### config.mk
export PLATFORM = sky130hd
export DESIGN_NAME = ibex_mem_responder
export DESIGN_NICKNAME = d
export VERILOG_FILES = /design/src/rtl/ibex_mem_responder.sv
export SDC_FILE = /design/constraint.sdc
export NUM_CORES = 1
export LEC_CHECK = 0
export ABC_AREA = 1
export CAP_MARGIN = 20
export CORE_UTILIZATION = 44
export CTS_CLUSTER_SIZE = 10
export DETAILED_ROUTE_END_ITERATION = 8
export PLACE_DENSITY = 0.58
export SETUP_SLACK_MARGIN = 0.3
export SLEW_MARGIN = 15
export SYNTH_ARGS = -nofsm -noshare
export SYNTH_HDL_FRONTEND = slang
export SYNTH_SLANG_ARGS = --single-unit
export TNS_END_PERCENT = 5
### constraint.sdc
create_clock -name clk_i -period 2.5 [get_ports clk_i]
set_clock_uncertainty 0.2 [all_clocks]
set_input_delay 0.5 -clock clk_i [delete_from_list [all_inputs] [get_ports clk_i]]
set_output_delay 0.5 -clock clk_i [all_outputs]
set_load 0.005 [all_outputs]
### src/rtl/ibex_mem_responder.sv
// ibex_mem_responder: target end of the Ibex req/gnt/rvalid bus with a byte-enabled word memory.
// Grants after GntDelay cycles of held request; rvalid_o follows the accept edge by RespLatency cycles.
// No response back-pressure; grant is withheld while MaxOutstanding responses are in flight.
// Optional feature macro IBEX_MEM_RESP_ERR_EN: out-of-range words answer err_o=1 instead of aliasing.
module ibex_mem_responder #(
  parameter int unsigned Depth          = 32,
  parameter int unsigned GntDelay       = 0,
  parameter int unsigned RespLatency    = 1,
  parameter int unsigned MaxOutstanding = 2
) (
  input  logic        clk_i,
  input  logic        rst_i,
  input  logic        req_i,
  output logic        gnt_o,
  input  logic        we_i,
  input  logic [3:0]  be_i,
  input  logic [31:0] addr_i,
  input  logic [31:0] wdata_i,
  output logic        rvalid_o,
  output logic [31:0] rdata_o,
  output logic        err_o
);

  localparam int unsigned   AW        = $clog2(Depth);
  localparam int unsigned   CW        = $clog2(MaxOutstanding + 1);
  localparam int unsigned   LAST      = RespLatency - 1;
  localparam logic [3:0]    GNT_DELAY = 4'(GntDelay);
  localparam logic [CW-1:0] MAX_OUT   = CW'(MaxOutstanding);

  logic [3:0]    wait_q;
  logic [CW-1:0] outstanding_q;
  logic [31:0]   mem_q      [Depth];
  logic          pipe_vld_q [RespLatency];
  logic [31:0]   pipe_dat_q [RespLatency];
  logic          pipe_err_q [RespLatency];

  logic          accept;
  logic          retire;
  logic          oor;
  logic          delay_ok;
  logic [AW-1:0] idx;
  logic [31:0]   rd_word;
  logic          unused_addr;

  // Bits [1:0] are ignored; upper bits are only consulted by the range check.
  assign unused_addr = ^addr_i;
  assign idx         = addr_i[AW+1:2];

`ifdef IBEX_MEM_RESP_ERR_EN
  assign oor = ({1'b0, addr_i[31:2]} >= 31'(Depth));
`else
  assign oor = 1'b0;
`endif

  // wait_q + 1 > GntDelay is wait_q >= GntDelay without a trivially-true compare at GntDelay = 0.
  assign delay_ok = (({1'b0, wait_q} + 5'd1) > {1'b0, GNT_DELAY});
  assign gnt_o    = req_i && !rst_i && delay_ok && (outstanding_q < MAX_OUT);
  assign accept   = gnt_o;
  assign retire   = pipe_vld_q[LAST];

  // Writes and out-of-range accesses answer with zero data.
  assign rd_word  = (we_i || oor) ? 32'd0 : mem_q[idx];

  assign rvalid_o = pipe_vld_q[LAST];
  assign rdata_o  = pipe_dat_q[LAST];
  assign err_o    = pipe_err_q[LAST];

  // Word storage: byte-lane writes at the accept edge; contents deliberately survive reset.
  always_ff @(posedge clk_i) begin
    if (accept && we_i && !oor) begin
      for (int k = 0; k < 4; k++) begin
        if (be_i[k]) begin
          mem_q[idx][8*k +: 8] <= wdata_i[8*k +: 8];
        end
      end
    end
  end

  // Grant-delay counter, in-flight count and the fixed-length response shift pipeline.
  always_ff @(posedge clk_i) begin
    if (rst_i) begin
      wait_q        <= '0;
      outstanding_q <= '0;
      for (int i = 0; i < int'(RespLatency); i++) begin
        pipe_vld_q[i] <= 1'b0;
        pipe_dat_q[i] <= '0;
        pipe_err_q[i] <= 1'b0;
      end
    end else begin
      if (!req_i || gnt_o) begin
        wait_q <= '0;
      end else if (wait_q != 4'hF) begin
        wait_q <= wait_q + 4'd1;
      end

      case ({accept, retire})
        2'b10:   outstanding_q <= outstanding_q + CW'(1);
        2'b01:   outstanding_q <= outstanding_q - CW'(1);
        default: outstanding_q <= outstanding_q;
      endcase

      // Empty slots carry zero data so rdata_o/err_o idle at 0.
      pipe_vld_q[0] <= accept;
      pipe_dat_q[0] <= accept ? rd_word : 32'd0;
      pipe_err_q[0] <= accept && oor;
      for (int i = 1; i < int'(RespLatency); i++) begin
        pipe_vld_q[i] <= pipe_vld_q[i-1];
        pipe_dat_q[i] <= pipe_dat_q[i-1];
        pipe_err_q[i] <= pipe_err_q[i-1];
      end
    end
  end

endmodule
==> impl_metrics.tcl <==
set metrics [dict create \
    status "finished, final reports clean" \
    netlist_top_cells_area "edfxtp_1 (70%), nand2_1 (22%), dfxtp_1 (1.8%)" \
    critPathMaxFanout 8 \
    clock_insertion_delay_worst_skew_ns 0.70 \
    final-max-slew-violation-count 0 \
    ir_drop_uv 536 \
    p_switching_mw 8.33 \
    final_nets 4606 \
    rsz0062_at_grt "yes" \
    syn_nets 4285 \
    overflow 0 \
    r2r-end "mem_q[3][20]" \
    synth-adder-area-share_pct 0.0569 \
    r2r_slack_ns 0.04 \
    synth_compound_area_share_pct 0.421 \
    startpoint "wait_q[1]" \
    hold_ws_ns 0.284 \
    tightest_slew_ns 0.675 \
    pwr-share-seq_pct 51.9 \
    antenna_found_initial 1 \
    combPwrFrac_pct 6.2 \
    crit_family "buffers and inverters" \
    path_clk_slew_ns 0.06 \
    portBuffers 78 \
    drive_gt1_share_pct 13.4 \
    hold_class "input pin to flip-flop" \
    clockPowerShare_pct 41.9 \
    synthFlopType "edfxtp_1" \
    cts_buffer_depth 3 \
    drt_wl_total_um 116000 \
    reg2reg_depth 14 \
    viasPerCell 4.97 \
    finalSetupViolCount 0 \
    yosys.cell_types.count 23 \
    die_area_um2 101000 \
    yosys_warnings 0 \
    pin_count 107 \
    chipHeight_um 318 \
    critical-path-slowest-cell "dfxtp_4" \
    syn2layout_area_growth_pct 22.0 \
    synth-xor-area-share_pct 0.0598 \
    placement_rows 115 \
    ant_nets 0 \
    ys_ff_latch 1063 \
    finalCritPeriodShare_pct 98.4 \
    grt_start_max_net_pins 103 \
    dr.first_iter.drc_count 2543 \
    synthArstFlopShare_pct 0 \
    crit_end "mem_q[3][20]" \
    slew_headroom_pct 55.0 \
    maxCapViolCount 0 \
    synth-edff-count 1024 \
    fmaxAchievable_mhz 407 \
    ys_seq_area_share_pct 71.7 \
    grt_pass1_wl_um 172000 \
    hold_viol_final 0 \
    first_global_vias 27700 \
    root_buffer "clkbuf_16" \
    slowest_delay_ns 0.35 \
    r2r_start "wait_q[1]" \
    gp_congestion 0.847 \
    cts_sinks 1063 \
    cellLeakagePower_nw 21.5 \
    htreeDepth 3 \
    swShare_pct 22.1 \
    synth_cells 4211 \
    path_class "flip-flop to flip-flop" \
    synth_top_cell_by_area "edfxtp_1" \
    synth_top_area_share_pct 69.9 \
    synth_top_family_by_area "simple AND/OR/NAND/NOR gates" \
    postSynthAreaPerCell_um2 10.4 \
    drc 0 \
    hpwl_um 68300 \
    synth_simple_gate_area_share_pct 25.0 \
    cp.depth 14 \
    startpoint_type "flip-flop" \
    cp_cell_sequence "ha_4, nand2_2, inv_2, nand3_2, nand3_2, buf_6, buf_6, nor2_4, buf_6, buf_12, nand2_8, clkbuf_16, nor2_4, buf_6" \
    finalPower_mw 37.7 \
    synth_commonest_cells "nand2_1 (2,635), edfxtp_1 (1,024), nor2_1 (198)" \
    cts_inserted_buffers 118 \
    worst-path-buf-inv 7 \
    wire_per_inst_um 19.6 \
    fin_ws_ns 0.0404 \
    layout_min_cycle_time_ns 2.46 \
    core_um2 98700 \
    utilization_pct 54.3 \
    cp_common_cell "buf_6" \
    syn_area_um2 44000 \
    endpoint_kind "flip-flop" \
    drt_pass1_iterations 7 \
    p_int_mw 29.4 \
    diodes 0 \
    cts_tree "done" \
    power_density_nw_per_um2 704 \
    cp_data_arrival_time_ns 2.65 \
    track_usage_pct 22.6 \
    synth.most_common_cell "nand2_1" \
    synth_mux_area_share_pct 0.0228 \
    initial_core_util_pct 44.5 \
    pre_cts_slack_ns -0.669 \
    critPathRequiredTime_ns 2.69 \
    die_x_um 318 \
    vias 29400 \
]
-- cell usage in the layout (no fill, tap or decap), types with 4 or more instances in the layout --
cell,instances
nand2_1,2629
edfxtp_1,1024
buf_4,158
clkbuf_16,125
nor2_4,107
clkbuf_1,94
buf_6,80
nor2_1,74
clkdlybuf4s50_1,72
buf_12,64
dfxtp_1,35
a21oi_1,34
nand3_1,33
buf_8,22
nor2_2,19
nor3_4,8
buf_16,7
inv_1,5
nand2_8,4
clkbuf_8,4
-- sequential cells by signal (all words and copies together), names as in the netlist --
signal / flops
mem_q: 1024
outstanding_q: 2
pipe_dat_q: 32
pipe_vld_q: 1
wait_q: 4
-- cell families after synthesis --
kind of cell / Yosys count
muxes: 1
xor gates and xnor gates: 3
DFF: 1063
and+or+nand+nor: 2881
AOI/OAI and AO/OA: 36
other: 1
adders and majority gates: 2
buffers and inverters: 224
-- worst register-to-register path, cell delays in order (launching register included) --
cell	delay, ns
dfxtp_4	0.35
ha_4	0.16
nand2_2	0.07
inv_2	0.04
nand3_2	0.05
nand3_2	0.09
buf_6	0.13
buf_6	0.11
nor2_4	0.08
buf_6	0.11
buf_12	0.15
nand2_8	0.14
clkbuf_16	0.21
nor2_4	0.12
buf_6	0.17
-- power by group through the flow --
| stage | Combinational (mW) | Clock (mW) | Sequential, mW |
|---|---|---|---|
| 2_1_floorplan | 1.14 | 0 | 20.0 |
| 3_3_place_gp | 2.19 | 0 | 20.0 |
| 3_5_place_dp | 2.20 | 0 | 20.0 |
| 4_1_cts | 2.27 | 16.1 | 19.6 |
| 5_1_grt | 2.57 | 16.8 | 19.6 |
| 6_report | 2.34 | 15.8 | 19.6 |
-- layer usage --
| layer | track usage (%) | vias up | share of wire [%] |
|---|---|---|---|
| met5 | 0 | - | 0.0069 |
| met4 | 7.35 | 2 | 2.7 |
| met3 | 3.47 | 182 | 6.5 |
| met2 | 35.0 | 903 | 45 |
| met1 | 32.8 | 14000 | 45 |
| li1 | - | 14300 | - |
-- worst min path at each step --
stage	to	cells past startpoint	slack, ns	start
finish	outstanding_q[0]	3	0.28	rst_i
global placement	outstanding_q[0]	2	0.27	outstanding_q[0]
detailed placement	outstanding_q[0]	2	0.29	outstanding_q[0]
floorplan	outstanding_q[0]	2	0.26	outstanding_q[0]
global route	outstanding_q[1]	3	0.30	rst_i
CTS	outstanding_q[0]	3	0.25	rst_i
-- area by class of cell --
class | instances | area, µm²
fillers | 8437 | 45100
flip-flops and latches | 1063 | 31500
multi-input cells | 2924 | 12200
repair buffers | 412 | 4780
clock buffers | 217 | 3400
well taps | 1287 | 1610
clock inverters | 5 | 72.6
inverters | 13 | 71.3
-- repair_timing --
| action | 4_1_cts | 5_1_grt |
|---|---|---|
| endpoints found under the setup margin | 1068 | 1082 |
| gates cloned | 6 | 6 |
| hold buffers | 0 | 0 |
| setup buffers | 11 | 1 |
| pin swaps | 6 | 91 |
| resized for setup | 66 | 303 |
-- stage by stage --
| step | area [µm²] | setup TNS [ns] | cells |
|---|---|---|---|
| floorplan | 44000 | 0 | 4211 |
| global placement | 48400 | -315.36 | 5675 |
| detailed placement | 48400 | -339.56 | 5675 |
| CTS | 52300 | 0 | 5914 |
| global route | 53600 | -0.0714 | 5921 |
| finish | 53600 | 0 | 5921 |
(Power assumes the default switching activity.)
